--- src/rtl/mem_arb_pkg.sv ---
// Shared types and constants for the data-memory arbiter.
// Round-robin option is selected with MEM_ARB_RR_EN.
package mem_arb_pkg;

  typedef enum logic [2:0] {
    IDLE,
    SETUP,
    STROBE,
    CAPTURE,
    DONE
  } state_t;

  localparam logic PORT_I = 1'b0;
  localparam logic PORT_D = 1'b1;

  localparam int MEM_WORDS = 128;
  localparam logic [31:0] BYTE_LIMIT = 32'(4 * MEM_WORDS);

  function automatic logic addr_bad(
    input logic [31:0] a,
    input logic [31:0] lim
  );
    return (a[1:0] != 2'b00) || (a >= lim);
  endfunction

endpackage

--- src/rtl/mem_arb_grant.sv ---
// Combinational winner selection between fetch and data ports.
// MEM_ARB_RR_EN: both requesting -> port not granted last wins.
module mem_arb_grant
  import mem_arb_pkg::*;
(
  input  logic i_req,
  input  logic d_req,
`ifdef MEM_ARB_RR_EN
  input  logic i_last_grant,
`endif
  output logic o_valid,
  output logic o_port
);

  // Pick a winner among the active requests
  always_comb begin
    o_valid = i_req | d_req;
    o_port  = PORT_I;
    unique case (1'b1)
      (i_req & d_req): begin
`ifdef MEM_ARB_RR_EN
        o_port = (i_last_grant == PORT_I) ? PORT_D : PORT_I;
`else
        o_port = PORT_D;
`endif
      end
      (d_req & ~i_req): o_port = PORT_D;
      default:          o_port = PORT_I;
    endcase
  end

endmodule

--- src/rtl/mem_arbiter.sv ---
// Two-port sequencer for the edge-strobed data memory.
// MEM_ARB_RR_EN enables round-robin grant with a last-grant register.
module mem_arbiter
  import mem_arb_pkg::*;
#(
  parameter int ADDR_W = 7,
  parameter int DATA_W = 32
) (
  input  logic              clk,
  input  logic              reset_n,
  input  logic              i_req,
  input  logic [31:0]       i_addr,
  output logic              i_ack,
  output logic [DATA_W-1:0] i_rdata,
  output logic              i_err,
  input  logic              d_req,
  input  logic              d_we,
  input  logic [31:0]       d_addr,
  input  logic [DATA_W-1:0] d_wdata,
  output logic              d_ack,
  output logic [DATA_W-1:0] d_rdata,
  output logic              d_err,
  output logic [ADDR_W-1:0] mem_address,
  output logic [DATA_W-1:0] mem_writeData,
  output logic              mem_trigWrite,
  output logic              mem_trigRead,
  input  logic [DATA_W-1:0] mem_readData,
  output logic              busy
);

  localparam logic [31:0] LIM = 32'(4 * (2 ** ADDR_W));

  state_t r_state, w_state_nxt;
  logic r_port, w_port_nxt;
  logic r_we, w_we_nxt;
  logic [ADDR_W-1:0] r_addr, w_addr_nxt;
  logic [DATA_W-1:0] r_wdata, w_wdata_nxt;
  logic r_trd, w_trd_nxt;
  logic r_twr, w_twr_nxt;
  logic r_iack, w_iack_nxt;
  logic r_dack, w_dack_nxt;
  logic r_ierr, w_ierr_nxt;
  logic r_derr, w_derr_nxt;
  logic [DATA_W-1:0] r_irdata, w_irdata_nxt;
  logic [DATA_W-1:0] r_drdata, w_drdata_nxt;
  logic r_busy;

  logic w_gnt_valid;
  logic w_gnt_port;
  logic [31:0] w_sel_addr;
  logic w_sel_err;

`ifdef MEM_ARB_RR_EN
  logic r_last, w_last_nxt;
`endif

  mem_arb_grant u_grant (
    .i_req        (i_req),
    .d_req        (d_req),
`ifdef MEM_ARB_RR_EN
    .i_last_grant (r_last),
`endif
    .o_valid      (w_gnt_valid),
    .o_port       (w_gnt_port)
  );

  assign w_sel_addr = (w_gnt_port == PORT_D) ? d_addr : i_addr;
  assign w_sel_err  = addr_bad(w_sel_addr, LIM);

  // Next-state and next-output decode
  always_comb begin
    w_state_nxt  = r_state;
    w_port_nxt   = r_port;
    w_we_nxt     = r_we;
    w_addr_nxt   = r_addr;
    w_wdata_nxt  = r_wdata;
    w_trd_nxt    = 1'b0;
    w_twr_nxt    = 1'b0;
    w_iack_nxt   = 1'b0;
    w_dack_nxt   = 1'b0;
    w_ierr_nxt   = 1'b0;
    w_derr_nxt   = 1'b0;
    w_irdata_nxt = r_irdata;
    w_drdata_nxt = r_drdata;
`ifdef MEM_ARB_RR_EN
    w_last_nxt   = r_last;
`endif
    unique case (r_state)
      IDLE: begin
        if (w_gnt_valid) begin
          w_port_nxt = w_gnt_port;
          w_we_nxt   = (w_gnt_port == PORT_D) && d_we;
`ifdef MEM_ARB_RR_EN
          w_last_nxt = w_gnt_port;
`endif
          if (w_sel_err) begin
            w_state_nxt = DONE;
            if (w_gnt_port == PORT_D) begin
              w_dack_nxt   = 1'b1;
              w_derr_nxt   = 1'b1;
              w_drdata_nxt = '0;
            end else begin
              w_iack_nxt   = 1'b1;
              w_ierr_nxt   = 1'b1;
              w_irdata_nxt = '0;
            end
          end else begin
            w_state_nxt = SETUP;
            w_addr_nxt  = w_sel_addr[ADDR_W+1:2];
            if (w_we_nxt) w_wdata_nxt = d_wdata;
          end
        end
      end
      SETUP: begin
        w_state_nxt = STROBE;
        w_trd_nxt   = ~r_we;
        w_twr_nxt   = r_we;
      end
      STROBE: w_state_nxt = CAPTURE;
      CAPTURE: begin
        w_state_nxt = DONE;
        if (r_port == PORT_D) begin
          w_dack_nxt   = 1'b1;
          w_drdata_nxt = r_we ? '0 : mem_readData;
        end else begin
          w_iack_nxt   = 1'b1;
          w_irdata_nxt = mem_readData;
        end
      end
      DONE:    w_state_nxt = IDLE;
      default: w_state_nxt = IDLE;
    endcase
  end

  // State and registered outputs
  always_ff @(posedge clk or negedge reset_n) begin
    if (!reset_n) begin
      r_state  <= IDLE;
      r_port   <= PORT_I;
      r_we     <= 1'b0;
      r_addr   <= '0;
      r_wdata  <= '0;
      r_trd    <= 1'b0;
      r_twr    <= 1'b0;
      r_iack   <= 1'b0;
      r_dack   <= 1'b0;
      r_ierr   <= 1'b0;
      r_derr   <= 1'b0;
      r_irdata <= '0;
      r_drdata <= '0;
      r_busy   <= 1'b0;
    end else begin
      r_state  <= w_state_nxt;
      r_port   <= w_port_nxt;
      r_we     <= w_we_nxt;
      r_addr   <= w_addr_nxt;
      r_wdata  <= w_wdata_nxt;
      r_trd    <= w_trd_nxt;
      r_twr    <= w_twr_nxt;
      r_iack   <= w_iack_nxt;
      r_dack   <= w_dack_nxt;
      r_ierr   <= w_ierr_nxt;
      r_derr   <= w_derr_nxt;
      r_irdata <= w_irdata_nxt;
      r_drdata <= w_drdata_nxt;
      r_busy   <= (w_state_nxt != IDLE);
    end
  end

`ifdef MEM_ARB_RR_EN
  // Remember which port won the last grant
  always_ff @(posedge clk or negedge reset_n) begin
    if (!reset_n) r_last <= PORT_I;
    else          r_last <= w_last_nxt;
  end
`endif

  assign i_ack         = r_iack;
  assign i_rdata       = r_irdata;
  assign i_err         = r_ierr;
  assign d_ack         = r_dack;
  assign d_rdata       = r_drdata;
  assign d_err         = r_derr;
  assign mem_address   = r_addr;
  assign mem_writeData = r_wdata;
  assign mem_trigWrite = r_twr;
  assign mem_trigRead  = r_trd;
  assign busy          = r_busy;

endmodule
--- config.mk ---
export PLATFORM = sky130hd
export DESIGN_NAME = mem_arbiter
export DESIGN_NICKNAME = d
export VERILOG_FILES = /design/src/rtl/mem_arb_pkg.sv /design/src/rtl/mem_arb_grant.sv /design/src/rtl/mem_arbiter.sv
export SDC_FILE = /design/constraint.sdc
export NUM_CORES = 1
export LEC_CHECK = 0
export BUFFER_PORTS_ARGS = -buffer_cell sky130_fd_sc_hd__buf_2
export CORE_ASPECT_RATIO = 0.8
export CORE_MARGIN = 5
export CORE_UTILIZATION = 46
export CTS_CLUSTER_DIAMETER = 80
export DETAILED_ROUTE_END_ITERATION = 8
export PLACE_DENSITY = 0.8
export SYNTH_ARGS = -nofsm -noshare
export SYNTH_HDL_FRONTEND = slang
export SYNTH_SLANG_ARGS = --single-unit
--- constraint.sdc ---
create_clock -name clk -period 2.7 [get_ports clk]
set_input_delay 0.27 -clock clk [delete_from_list [all_inputs] [get_ports clk]]
set_output_delay 0.27 -clock clk [all_outputs]
set_load 0.01 [all_outputs]
==> impl_metrics.prom <==
# TYPE chip_impl_metric gauge
chip_impl_metric{name="globalRoute.totalOverflow",unit=""} 0
chip_impl_info{name="global_route.peak_usage_layer",value="met2"} 1
chip_impl_metric{name="yosysWarnings",unit=""} 0
chip_impl_metric{name="io-pin-count",unit=""} 243
chip_impl_metric{name="final.setup.tns",unit="ns"} 0
chip_impl_metric{name="pwr_density_cell",unit="nW/um^2"} 628
chip_impl_metric{name="report.final.hold_viol_count",unit=""} 0
chip_impl_metric{name="grtUsageTotal",unit="%"} 24.9
chip_impl_metric{name="cts_post_setup_buffers_inserted",unit=""} 0
chip_impl_metric{name="drc",unit=""} 0
chip_impl_metric{name="crit_path_required_time",unit="ns"} 2.98
chip_impl_info{name="ctsRootBufferMaster",value="sky130_fd_sc_hd__clkbuf_16"} 1
chip_impl_metric{name="detailed_place_hpwl",unit="um"} 11600
chip_impl_metric{name="detail-route-antenna-nets",unit=""} 0
chip_impl_metric{name="n_antenna_cell",unit=""} 0
chip_impl_metric{name="drv.max_cap_violation_count",unit=""} 0
chip_impl_metric{name="final.min_clock_period",unit="ns"} 2.29
chip_impl_metric{name="nets",unit=""} 816
chip_impl_metric{name="vias_in_the_first_global_route",unit=""} 4759
chip_impl_metric{name="cts_resized",unit=""} 0
chip_impl_metric{name="num_vias",unit=""} 4622
chip_impl_metric{name="cts-htree-levels",unit=""} 4
chip_impl_metric{name="worstPathMaxFanout",unit=""} 12
chip_impl_metric{name="floorplan.rows",unit=""} 33
chip_impl_metric{name="postPlaceCellArea",unit="um^2"} 6290
chip_impl_info{name="unrepaired_setup_endpoints_after_global_routing",value="false"} 1
chip_impl_metric{name="cp.arrival",unit="ns"} 2.58
chip_impl_metric{name="initial_antenna_violation_count",unit=""} 0
chip_impl_metric{name="core",unit="um^2"} 10400
chip_impl_metric{name="gpl.final_weighted_congestion",unit=""} 0.922
chip_impl_metric{name="nFillCells",unit=""} 787
chip_impl_metric{name="maxClockFrequency",unit="GHz"} 0.436
chip_impl_metric{name="clock_sinks",unit=""} 115
chip_impl_metric{name="yosysSeqAreaShare",unit="%"} 58.3
chip_impl_metric{name="detail_route.iter0.violations",unit=""} 420
chip_impl_metric{name="drive_above_1_share",unit="%"} 47.8
chip_impl_metric{name="drt-vias-per-instance",unit=""} 5.54
chip_impl_metric{name="seq_area",unit="um^2"} 2880
chip_impl_metric{name="fin_area",unit="um^2"} 6920
chip_impl_metric{name="use_met2",unit="%"} 40.5
chip_impl_metric{name="synthCells",unit=""} 443
chip_impl_metric{name="postLayoutSetupSlackWorst",unit="ns"} 0.407
chip_impl_metric{name="grt_max_degree",unit=""} 72
chip_impl_metric{name="mappedNetlistArea",unit="um^2"} 4940
chip_impl_metric{name="worst_pin_slew",unit="ns"} 0.990
chip_impl_metric{name="synth.ff_latch_count",unit=""} 115
chip_impl_metric{name="clk_pin_slew_worst_paths",unit="ns"} 0.06
chip_impl_metric{name="start_util",unit="%"} 47.6
chip_impl_metric{name="buffer_ports.inserted",unit=""} 242
chip_impl_metric{name="slew_headroom",unit="%"} 34.0
chip_impl_metric{name="place_ws",unit="ns"} 0.155
chip_impl_metric{name="routed_wire_length_per_instance",unit="um"} 19.2
chip_impl_metric{name="dieArea",unit="um^2"} 12900
chip_impl_info{name="cts_tree",value="built"} 1
chip_impl_metric{name="peakVddDrop",unit="mV"} 0.358
chip_impl_metric{name="grt_first_pass_wirelength",unit="um"} 25400
chip_impl_metric{name="number_of_distinct_library_cells_after_synthesis",unit=""} 33
chip_impl_metric{name="met1_track_demand_over_resource",unit="%"} 32.2
chip_impl_info{name="outcome",value="finished clean"} 1
chip_impl_metric{name="setup_viol",unit=""} 0
chip_impl_metric{name="cts_hold_buf",unit=""} 1
chip_impl_metric{name="max_slew_violation_count",unit=""} 0
chip_impl_info{name="most-common-layout-cells",value="sky130_fd_sc_hd__buf_2 (241), sky130_fd_sc_hd__dfrtp_1 (115), sky130_fd_sc_hd__nand2_1 (70)"} 1
chip_impl_metric{name="cts_made_buffers",unit=""} 17
chip_impl_metric{name="synthesis.nets",unit=""} 576
chip_impl_metric{name="gr-usage-met3",unit="%"} 6.94
chip_impl_metric{name="area_delta_synth_final",unit="%"} 40.2
chip_impl_info{name="post-synth-top-area-cell",value="sky130_fd_sc_hd__dfrtp_1"} 1
chip_impl_info{name="critical_path_endpoint_category",value="flip-flop"} 1
chip_impl_metric{name="routed_wirelength",unit="um"} 16000
chip_impl_info{name="hp-class",value="input port to flip-flop"} 1
chip_impl_metric{name="clk_latency",unit="ns"} 0.41
chip_impl_info{name="worstSetupPathType",value="flip-flop to flip-flop"} 1
chip_impl_info{name="netlist_top_cells_area",value="sky130_fd_sc_hd__dfrtp_1 (58%), sky130_fd_sc_hd__a22oi_1 (9.7%), sky130_fd_sc_hd__mux2_2 (9.6%)"} 1
chip_impl_metric{name="dieHeight",unit="um"} 103
chip_impl_metric{name="fin_skew",unit="ns"} 0.00807
chip_impl_metric{name="post-route-period-util",unit="%"} 84.9
chip_impl_info{name="setup.worst_path.start_class",value="flip-flop"} 1
chip_impl_info{name="layout.cells.most_common",value="sky130_fd_sc_hd__buf_2"} 1
chip_impl_metric{name="total_leakage_power",unit="nW"} 3.57
chip_impl_metric{name="synthDominantCellAreaShare",unit="%"} 58.3
chip_impl_metric{name="die_w",unit="um"} 126
chip_impl_metric{name="drt_pre_antenna_iters",unit=""} 5
chip_impl_metric{name="clock_tree.buffer_depth",unit=""} 2
chip_impl_metric{name="multiInputGateArea",unit="um^2"} 1910
chip_impl_metric{name="synthesis.area_per_instance",unit="um^2"} 11.1
-- cell families after synthesis --
family | count (synthesis) | synth area share (%)
buf+inv | 35 | 3.22
compound gates | 143 | 18.4
mux | 46 | 10.5
simple gates | 104 | 9.55
flops | 115 | 58.3
-- power by group --
part | leakage (nW) | switching (mW) | internal (mW)
Sequential | 1.60 | 0.0151 | 1.74
Combinational | 1.67 | 0.127 | 0.103
Clock | 0.305 | 0.756 | 1.60
-- stage by stage --
step / power, mW / instances / utilization (%) / hold WS [ns]
floorplan: 1.84 / 443 / - / -0.0256
global route: 4.49 / 835 / 66.8 / 0.0890
detailed placement: 2.01 / 803 / 60.7 / 0.308
finish: 4.35 / 835 / 66.8 / 0.0918
global placement: 2.00 / 803 / 60.7 / 0.295
CTS: 4.37 / 835 / 66.8 / 0.0779
-- worst paths after layout --
check | cells after the start | slack [ns] | to | start
worst max-delay path | 4 | 0.41 | mem_address[0]$_DFFE_PN0P_ | r_state[2]$_DFF_PN0_
worst min-delay path | 2 | 0.09 | mem_writeData[0]$_DFFE_PN0P_ | d_wdata[0]
max in group asynchronous | 3 | 1.50 | i_rdata[6]$_DFFE_PN0P_ | reset_n
worst max register to register | 4 | 0.41 | mem_address[0]$_DFFE_PN0P_ | r_state[2]$_DFF_PN0_
min in group asynchronous | 2 | 0.43 | d_rdata[28]$_DFFE_PN0P_ | reset_n
worst min register to register | 1 | 0.49 | mem_address[0]$_DFFE_PN0P_ | mem_address[0]$_DFFE_PN0P_
-- area by class of cell --
| cell class | count | share of cell area [%] |
|---|---|---|
| flip-flops and latches | 115 | 41.6 |
| multi-input cells | 293 | 27.6 |
| repair buffers | 256 | 19.3 |
| clock buffers | 21 | 6.79 |
| well taps | 140 | 2.53 |
| clock inverters | 10 | 2.24 |
-- critical path: stages (launching register included) --
cell and delay, ns:
sky130_fd_sc_hd__dfrtp_1 0.50, sky130_fd_sc_hd__nor3_1 0.49, sky130_fd_sc_hd__o21ai_1 0.32, sky130_fd_sc_hd__a211o_1 0.49, sky130_fd_sc_hd__mux2_1 0.36
-- layer usage --
metal,up-vias,share of wire (%)
met5,-,0
met4,0,2.0
met3,30,7.6
met2,219,49
met1,2270,42
li1,2103,-
-- cells in the mapped netlist --
| library cell | instances |
|---|---|
| sky130_fd_sc_hd__a211oi_4 | 1 |
| sky130_fd_sc_hd__buf_2 | 1 |
| sky130_fd_sc_hd__dfrtp_1 | 115 |
| sky130_fd_sc_hd__or3_1 | 1 |
| sky130_fd_sc_hd__nor2_1 | 6 |
| sky130_fd_sc_hd__nand2_1 | 70 |
| sky130_fd_sc_hd__o22ai_1 | 1 |
| sky130_fd_sc_hd__mux2_2 | 42 |
| sky130_fd_sc_hd__o31ai_1 | 1 |
| sky130_fd_sc_hd__nor3b_1 | 1 |
| sky130_fd_sc_hd__o21bai_1 | 1 |
| sky130_fd_sc_hd__a22o_1 | 1 |
| sky130_fd_sc_hd__a211o_1 | 1 |
| sky130_fd_sc_hd__o21ai_1 | 1 |
| sky130_fd_sc_hd__clkbuf_1 | 30 |
| sky130_fd_sc_hd__nand3_1 | 3 |
| sky130_fd_sc_hd__a31oi_1 | 1 |
| sky130_fd_sc_hd__nand4_1 | 1 |
| sky130_fd_sc_hd__or4_1 | 3 |
| sky130_fd_sc_hd__mux2_1 | 4 |
| sky130_fd_sc_hd__a21o_1 | 2 |
| sky130_fd_sc_hd__a22oi_1 | 64 |
| sky130_fd_sc_hd__nor3_1 | 5 |
| sky130_fd_sc_hd__buf_4 | 1 |
| sky130_fd_sc_hd__nor4b_1 | 2 |
| sky130_fd_sc_hd__or4_4 | 1 |
| sky130_fd_sc_hd__a21oi_1 | 4 |
| sky130_fd_sc_hd__buf_6 | 3 |
| sky130_fd_sc_hd__nor4_1 | 7 |
| sky130_fd_sc_hd__nand2b_1 | 2 |
| sky130_fd_sc_hd__nand4b_1 | 1 |
| sky130_fd_sc_hd__or4b_1 | 1 |
| sky130_fd_sc_hd__o21ai_0 | 65 |
-- state kept, by name, summed over array words and instances, names as in the netlist, 3 cells and up --
name / cells
d_rdata: 32
i_rdata: 32
mem_address: 7
mem_writeData: 32
r_state: 3
Note: power is estimated with default switching activity, not from simulation.
